$ cat config.mk
export PLATFORM = sky130hd
export DESIGN_NAME = vai_tx_audit_lane
export DESIGN_NICKNAME = d
export VERILOG_FILES = /design/src/rtl/vai_pkg.sv /design/src/rtl/vai_addr_xlate.sv /design/src/rtl/vai_tx_audit_lane.sv
export SDC_FILE = /design/constraint.sdc
export NUM_CORES = 1
export LEC_CHECK = 0
export CORE_AREA = 4 4 266 268
export DETAILED_ROUTE_END_ITERATION = 8
export DIE_AREA = 0 0 270 272
export GPL_ROUTABILITY_DRIVEN = 0
export PLACE_DENSITY = 0.57
export REMOVE_ABC_BUFFERS = 1
export SYNTH_ARGS = -nofsm -noshare
export SYNTH_HDL_FRONTEND = slang
export SYNTH_SLANG_ARGS = --single-unit
export TNS_END_PERCENT = 1
$ cat constraint.sdc
create_clock -name clk -period 0.9 [get_ports clk]
set_clock_uncertainty 0.05 [all_clocks]
set_input_delay 0.135 -clock clk [delete_from_list [all_inputs] [get_ports clk]]
set_output_delay 0.135 -clock clk [all_outputs]
set_load 0.1 [all_outputs]
$ cat src/rtl/vai_pkg.sv
// vai_pkg: shared types and constants for the VAI Tx audit lane.
// The Tx port structs are a trimmed CCI-P style request bundle (c0 read,
// c1 write, c2 MMIO response) carrying only the fields this lane touches.
package vai_pkg;

  localparam int VAI_CL_ADDR_W  = 42;
  localparam int VAI_VIOL_CNT_W = 32;
  localparam int VAI_TX_DATA_W  = 64;

  typedef logic [63:0]              t_vai_offset;
  typedef logic [VAI_CL_ADDR_W-1:0] t_cl_addr;

  typedef struct packed {
    logic [3:0]  req_type;
    t_cl_addr    address;
    logic [15:0] mdata;
  } t_c0_req_hdr;

  typedef struct packed {
    logic        sop;
    logic [1:0]  cl_len;
    logic [3:0]  req_type;
    t_cl_addr    address;
    logic [15:0] mdata;
  } t_c1_req_hdr;

  typedef struct packed {
    t_c0_req_hdr hdr;
    logic        valid;
  } t_if_ccip_c0_Tx;

  typedef struct packed {
    t_c1_req_hdr              hdr;
    logic [VAI_TX_DATA_W-1:0] data;
    logic                     valid;
  } t_if_ccip_c1_Tx;

  typedef struct packed {
    logic [8:0]  tid;
    logic [63:0] data;
    logic        mmioRdValid;
  } t_if_ccip_c2_Tx;

  typedef struct packed {
    t_if_ccip_c0_Tx c0;
    t_if_ccip_c1_Tx c1;
    t_if_ccip_c2_Tx c2;
  } t_if_ccip_Tx;

endpackage

$ cat src/rtl/vai_addr_xlate.sv
// vai_addr_xlate: one channel's offset add and window compare.
// Window compare is only built when VAI_AUDIT_BOUNDS_CHECK_EN is defined;
// otherwise oob is tied low and bound is ignored.
module vai_addr_xlate
  import vai_pkg::*;
(
  input  t_cl_addr    addr_in,
  input  t_vai_offset offset,
  input  t_vai_offset bound,
  output t_cl_addr    addr_out,
  output logic        oob
);

  // Line addresses above bit 41 do not exist on the link; the add wraps.
  logic unused_offset_hi;
  assign unused_offset_hi = ^offset[63:VAI_CL_ADDR_W];
  assign addr_out = addr_in + offset[VAI_CL_ADDR_W-1:0];

`ifdef VAI_AUDIT_BOUNDS_CHECK_EN
  // Lane-relative address is the untranslated one, zero-extended to 64 bits.
  assign oob = {{(64-VAI_CL_ADDR_W){1'b0}}, addr_in} >= bound;
`else
  logic unused_bound;
  assign unused_bound = ^bound;
  assign oob = 1'b0;
`endif

endmodule

$ cat src/rtl/vai_tx_audit_lane.sv
// vai_tx_audit_lane: translates one sub-AFU's Tx requests into its window,
// drops out-of-window requests and counts them, squashes c0/c1 when the lane
// is disabled, and delays everything (c2 included) by PIPE_STAGES (1 or 2).
// Optional feature macro: VAI_AUDIT_BOUNDS_CHECK_EN (window audit, violation
// counter and sticky flag). Without it only translation and squash remain.
module vai_tx_audit_lane
  import vai_pkg::*;
#(
  parameter int PIPE_STAGES = 2,
  parameter int VIOL_CNT_W  = VAI_VIOL_CNT_W
) (
  input  logic                  clk,
  input  logic                  reset_n,
  input  logic                  lane_en,
  input  t_vai_offset           offset,
  input  t_vai_offset           bound,
  input  t_if_ccip_Tx           afu_TxPort,
  output t_if_ccip_Tx           up_TxPort,
  output logic [VIOL_CNT_W-1:0] viol_cnt,
  output logic                  viol_flag
);

  t_cl_addr c0_addr_x, c1_addr_x;
  logic     c0_oob, c1_oob;

  vai_addr_xlate u_xlate_c0 (
    .addr_in  (afu_TxPort.c0.hdr.address),
    .offset   (offset),
    .bound    (bound),
    .addr_out (c0_addr_x),
    .oob      (c0_oob)
  );

  vai_addr_xlate u_xlate_c1 (
    .addr_in  (afu_TxPort.c1.hdr.address),
    .offset   (offset),
    .bound    (bound),
    .addr_out (c1_addr_x),
    .oob      (c1_oob)
  );

  t_if_ccip_Tx                   pipe_d;
  t_if_ccip_Tx [PIPE_STAGES-1:0] pipe_q;
  logic                          last_keep_d, last_keep_q;
  logic                          c1_keep;

  // First stage: translate, audit and squash using this cycle's config.
  // Non-sop c1 beats reuse the keep decision of the burst's sop beat.
  always_comb begin
    pipe_d      = afu_TxPort;
    last_keep_d = last_keep_q;
    c1_keep     = last_keep_q;
    pipe_d.c0.hdr.address = c0_addr_x;
    pipe_d.c0.valid       = afu_TxPort.c0.valid & lane_en & ~c0_oob;
    if (afu_TxPort.c1.valid && afu_TxPort.c1.hdr.sop) begin
      pipe_d.c1.hdr.address = c1_addr_x;
      c1_keep               = ~c1_oob;
      last_keep_d           = ~c1_oob;
    end
    pipe_d.c1.valid = afu_TxPort.c1.valid & lane_en & c1_keep;
  end

  // Request pipeline; reset discards anything in flight.
  always_ff @(posedge clk or negedge reset_n) begin
    if (!reset_n) begin
      pipe_q      <= '0;
      last_keep_q <= 1'b0;
    end else begin
      pipe_q[0]   <= pipe_d;
      last_keep_q <= last_keep_d;
      for (int s = 1; s < PIPE_STAGES; s++) pipe_q[s] <= pipe_q[s-1];
    end
  end

  assign up_TxPort = pipe_q[PIPE_STAGES-1];

`ifdef VAI_AUDIT_BOUNDS_CHECK_EN
  localparam int CW = VIOL_CNT_W + 1;

  logic                  viol_c0, viol_c1;
  logic [VIOL_CNT_W:0]   cnt_sum;
  logic [VIOL_CNT_W-1:0] viol_cnt_d, viol_cnt_q;
  logic                  viol_flag_d, viol_flag_q;

  // Saturating violation count; squashed (lane disabled) requests are not violations.
  always_comb begin
    viol_c0     = afu_TxPort.c0.valid & lane_en & c0_oob;
    viol_c1     = afu_TxPort.c1.valid & afu_TxPort.c1.hdr.sop & lane_en & c1_oob;
    cnt_sum     = {1'b0, viol_cnt_q} + CW'(viol_c0) + CW'(viol_c1);
    viol_cnt_d  = cnt_sum[VIOL_CNT_W] ? '1 : cnt_sum[VIOL_CNT_W-1:0];
    viol_flag_d = viol_flag_q | viol_c0 | viol_c1;
  end

  // Counter and sticky flag registers.
  always_ff @(posedge clk or negedge reset_n) begin
    if (!reset_n) begin
      viol_cnt_q  <= '0;
      viol_flag_q <= 1'b0;
    end else begin
      viol_cnt_q  <= viol_cnt_d;
      viol_flag_q <= viol_flag_d;
    end
  end

  assign viol_cnt  = viol_cnt_q;
  assign viol_flag = viol_flag_q;
`else
  assign viol_cnt  = '0;
  assign viol_flag = 1'b0;
`endif

endmodule

==> summary.md <==
| Metric | Value |
|---|---|
| Final Hold Viols | 4 |
| Final period utilization | 2.48 |
| Crit path max fanout | 3 |
| CP Data Required Time | 1390 ps |
| Placed cell count | 3059 |
| Status | finished, violations left |
| Initial antenna violation count | 14 |
| Non-Filler Instances | 3417 |
| Top cell type's share of synthesized area | 0.654 |
| Design area | 0.0361 mm^2 |
| Mapped Area | 0.0205 mm^2 |
| CTS tree | built |
| Commonest non-fill, non-tap cells in the layout | 534 x dfrtp_1, 322 x buf_4, 280 x buf_12, 228 x clkdlybuf4s50_1, 208 x dlygate4sd3_1 |
| Synth warn | 0 |
| Setup crit start kind | primary input |
| Mapped Cells | 1575 |
| Starting Density | 0.300 |
| Syn avg cell area | 13.0 um^2 |
| Top cells by area, synth | dfrtp_1 65%, buf_4 11%, ha_1 5.0% |
| Placed wire-length estimate | 51900 um |
| Synthesis-to-layout area growth | 76.2% |
| Multi-input logic area | 0.00607 mm^2 |
| Synth Register Bits | 535 |
| Setup violators final | 346 |
| Num CTS Buffers | 58 |
| Clock sink count | 535 |
| Layout fillers | 5438 |
| Vias in the first global route | 16500 |
| M3 GR Usage | 0.0526 |
| Remaining global-route overflow | 0 |
| Via count | 14900 |
| Row cnt | 96 |
| Post-synthesis sequential area ratio | 0.654 |
| Antenna-violating nets left | 0 |
| WL final | 69700 um |
| Clk slew on worst S/H paths | 60 ps |
| Final Max Slew Viols | 0 |
| Data arrival, critical path | 2720 ps |
| First-pass GRT wire length | 105000 um |
| Pin count of the biggest net entering global routing | 81 |
| I/O Buffers | 578 |
| Lkg Pwr | 0.0162 uW |
| Drt drc | 0 |
| Root Buffer | clkbuf_16 |
| Failing checks | hold timing, setup timing |
| Main synth FF type | dfrtp_1 |
| Critical path endpoint category | register |
| H-tree lvl count | 2 |
| Die Height | 272 um |
| PwrDens | 2100 mW/mm^2 |
| Via density per instance | 4.37 |
| Seq. cell area | 0.0134 mm^2 |
| Drt pass-1 iters | 7 |
| Gr busiest metal | met2 |
| WL per Instance | 20.4 um |
| Clk buf depth | 3 |
| Skew-Pair Late Insertion Delay | 610 ps |
| Setup CP Type | in2reg |
| Gr usage total | 0.187 |
| Post-synth EDFFs | 0 |
| Layout net count | 2961 |
| Peak VDD IR | 1.43 mV |
| Hold Crit Class | in2reg |
| Met2 global-route usage | 0.328 |
| Placed cell area | 0.0303 mm^2 |
| Core box area | 0.0683 mm^2 |
| Unique cell type count in the Yosys netlist | 64 |
| Asr flop ratio synth | 1.00 |
| I/O pin cnt | 698 |
| Min cycle time layout | 2230 ps |
| 1st-iter DRT viols | 699 |
| Die area | 0.0734 mm^2 |
| FMAX | 0.448 GHz |
| Final worst slack | -1330 ps |
| Fin Hold WS | -218 ps |
| Die width | 270 um |
| Final Util | 0.528 |
| Commonest non-fill, non-tap cell in the layout | dfrtp_1 |
| Met1 GRT Util | 0.221 |
| Area leader, netlist | dfrtp_1 |
| Share of cells above drive strength 1 | 0.365 |
| Max Cap Viol | 0 |
| RSZ-0062 raised after global routing | yes |
==> path summary, 6_finish.rpt <==
path | cells after the start | start | slack, ps | to
worst min register to register | 0 | pipe_q[219] | 290 | up_TxPort[219]
max in group asynchronous | 3 | reset_n | 210 | up_TxPort[58]
worst max-delay path | 13 | offset[0] | -1330 | pipe_q[189]
min in group asynchronous | 3 | reset_n | 80 | up_TxPort[61]
worst max register to register | 2 | last_keep_q | 60 | pipe_q[74]
worst min-delay path | 3 | afu_TxPort[155] | -220 | pipe_q[155]
==> critical path: stages <==
cell and delay (ps):
buf_8 100, buf_6 110, ha_4 160, fa_2 340, a21o_1 210, nand4_1 120, nand4_1 250, nand3_2 190
o31ai_4 80, a41oi_2 290, o31ai_2 110, or4b_1 520, nand3_1 100
==> power by group <==
part	internal, uW	switching [uW]	leakage [uW]
combinational	9200	13700	0.00891
sequential	26100	1230	0.00625
clock	15400	10200	0.00101
==> metal layers <==
layer	wire (um)	vias to the layer above
met5	46	-
met2	35100	520
met4	2530	8
li1	-	6828
met1	27400	7438
met3	4670	135
==> synth_stat cells, types with 3 or more instances <==
master / number
a211o_1: 5
a211oi_1: 9
a21o_1: 31
a21oi_1: 90
a31o_2: 3
a31oi_1: 10
and2_1: 4
and3_1: 3
buf_4: 300
clkbuf_1: 19
dfrtp_1: 535
ha_1: 82
inv_1: 22
nand2_1: 103
nand2b_1: 7
nand3_1: 13
nand3b_1: 3
nand4_1: 23
nor2_1: 55
nor2b_1: 6
nor3_1: 15
nor4_1: 5
o211ai_1: 4
o21a_1: 6
o21ai_0: 78
o21ai_1: 4
o21bai_1: 13
o311ai_0: 3
o31ai_1: 5
xnor2_1: 42
xor2_1: 32
==> cell type report <==
cell class,instances,area share
Inverter,22,0.00229
Multi-Input combinational cell,727,0.168
Clock inverter,35,0.0139
Sequential cell,535,0.371
Timing Repair Buffer,1135,0.368
Antenna cell,10,0.000694
Clock buffer,71,0.0447
Tap cell,882,0.0306
==> sequential cells by signal (all words and copies together), names as in the netlist <==
signal	flops
last_keep_q	1
up_TxPort	267
pipe_q	267
==> stage by stage <==
stage | setup TNS (ps) | power, uW | setup slack [ps] | hold slack (ps)
global placement | -157120 | 48400 | -2670 | -114
CTS | -195110 | 76300 | -1270 | -280
global route | -204280 | 78800 | -1380 | -232
finish | -183870 | 75900 | -1330 | -218
detailed placement | -160380 | 48600 | -2720 | -114
floorplan | -130940 | 38100 | -1610 | -211
==> cells by family after synthesis <==
group | after synthesis | synth area share
AO/OA/AOI/OAI | 289 | 0.0884
XOR/XNOR | 74 | 0.0317
adder cells (fa/ha/maj) | 84 | 0.0521
buffers and inverters | 345 | 0.118
flip-flops | 535 | 0.654
other | 1 | 0.000183
AND/OR/NAND/NOR | 247 | 0.0555
==> timing repair <==
action	CTS	global route
cloned	0	0
endpoints found under the hold margin	737	15
buffers inserted	23	12
endpoints found under the setup margin	350	347
pin swaps	102	57
hold buffers	201	7
gates resized for setup	331	94
Note: power is estimated with default switching activity, not from simulation.
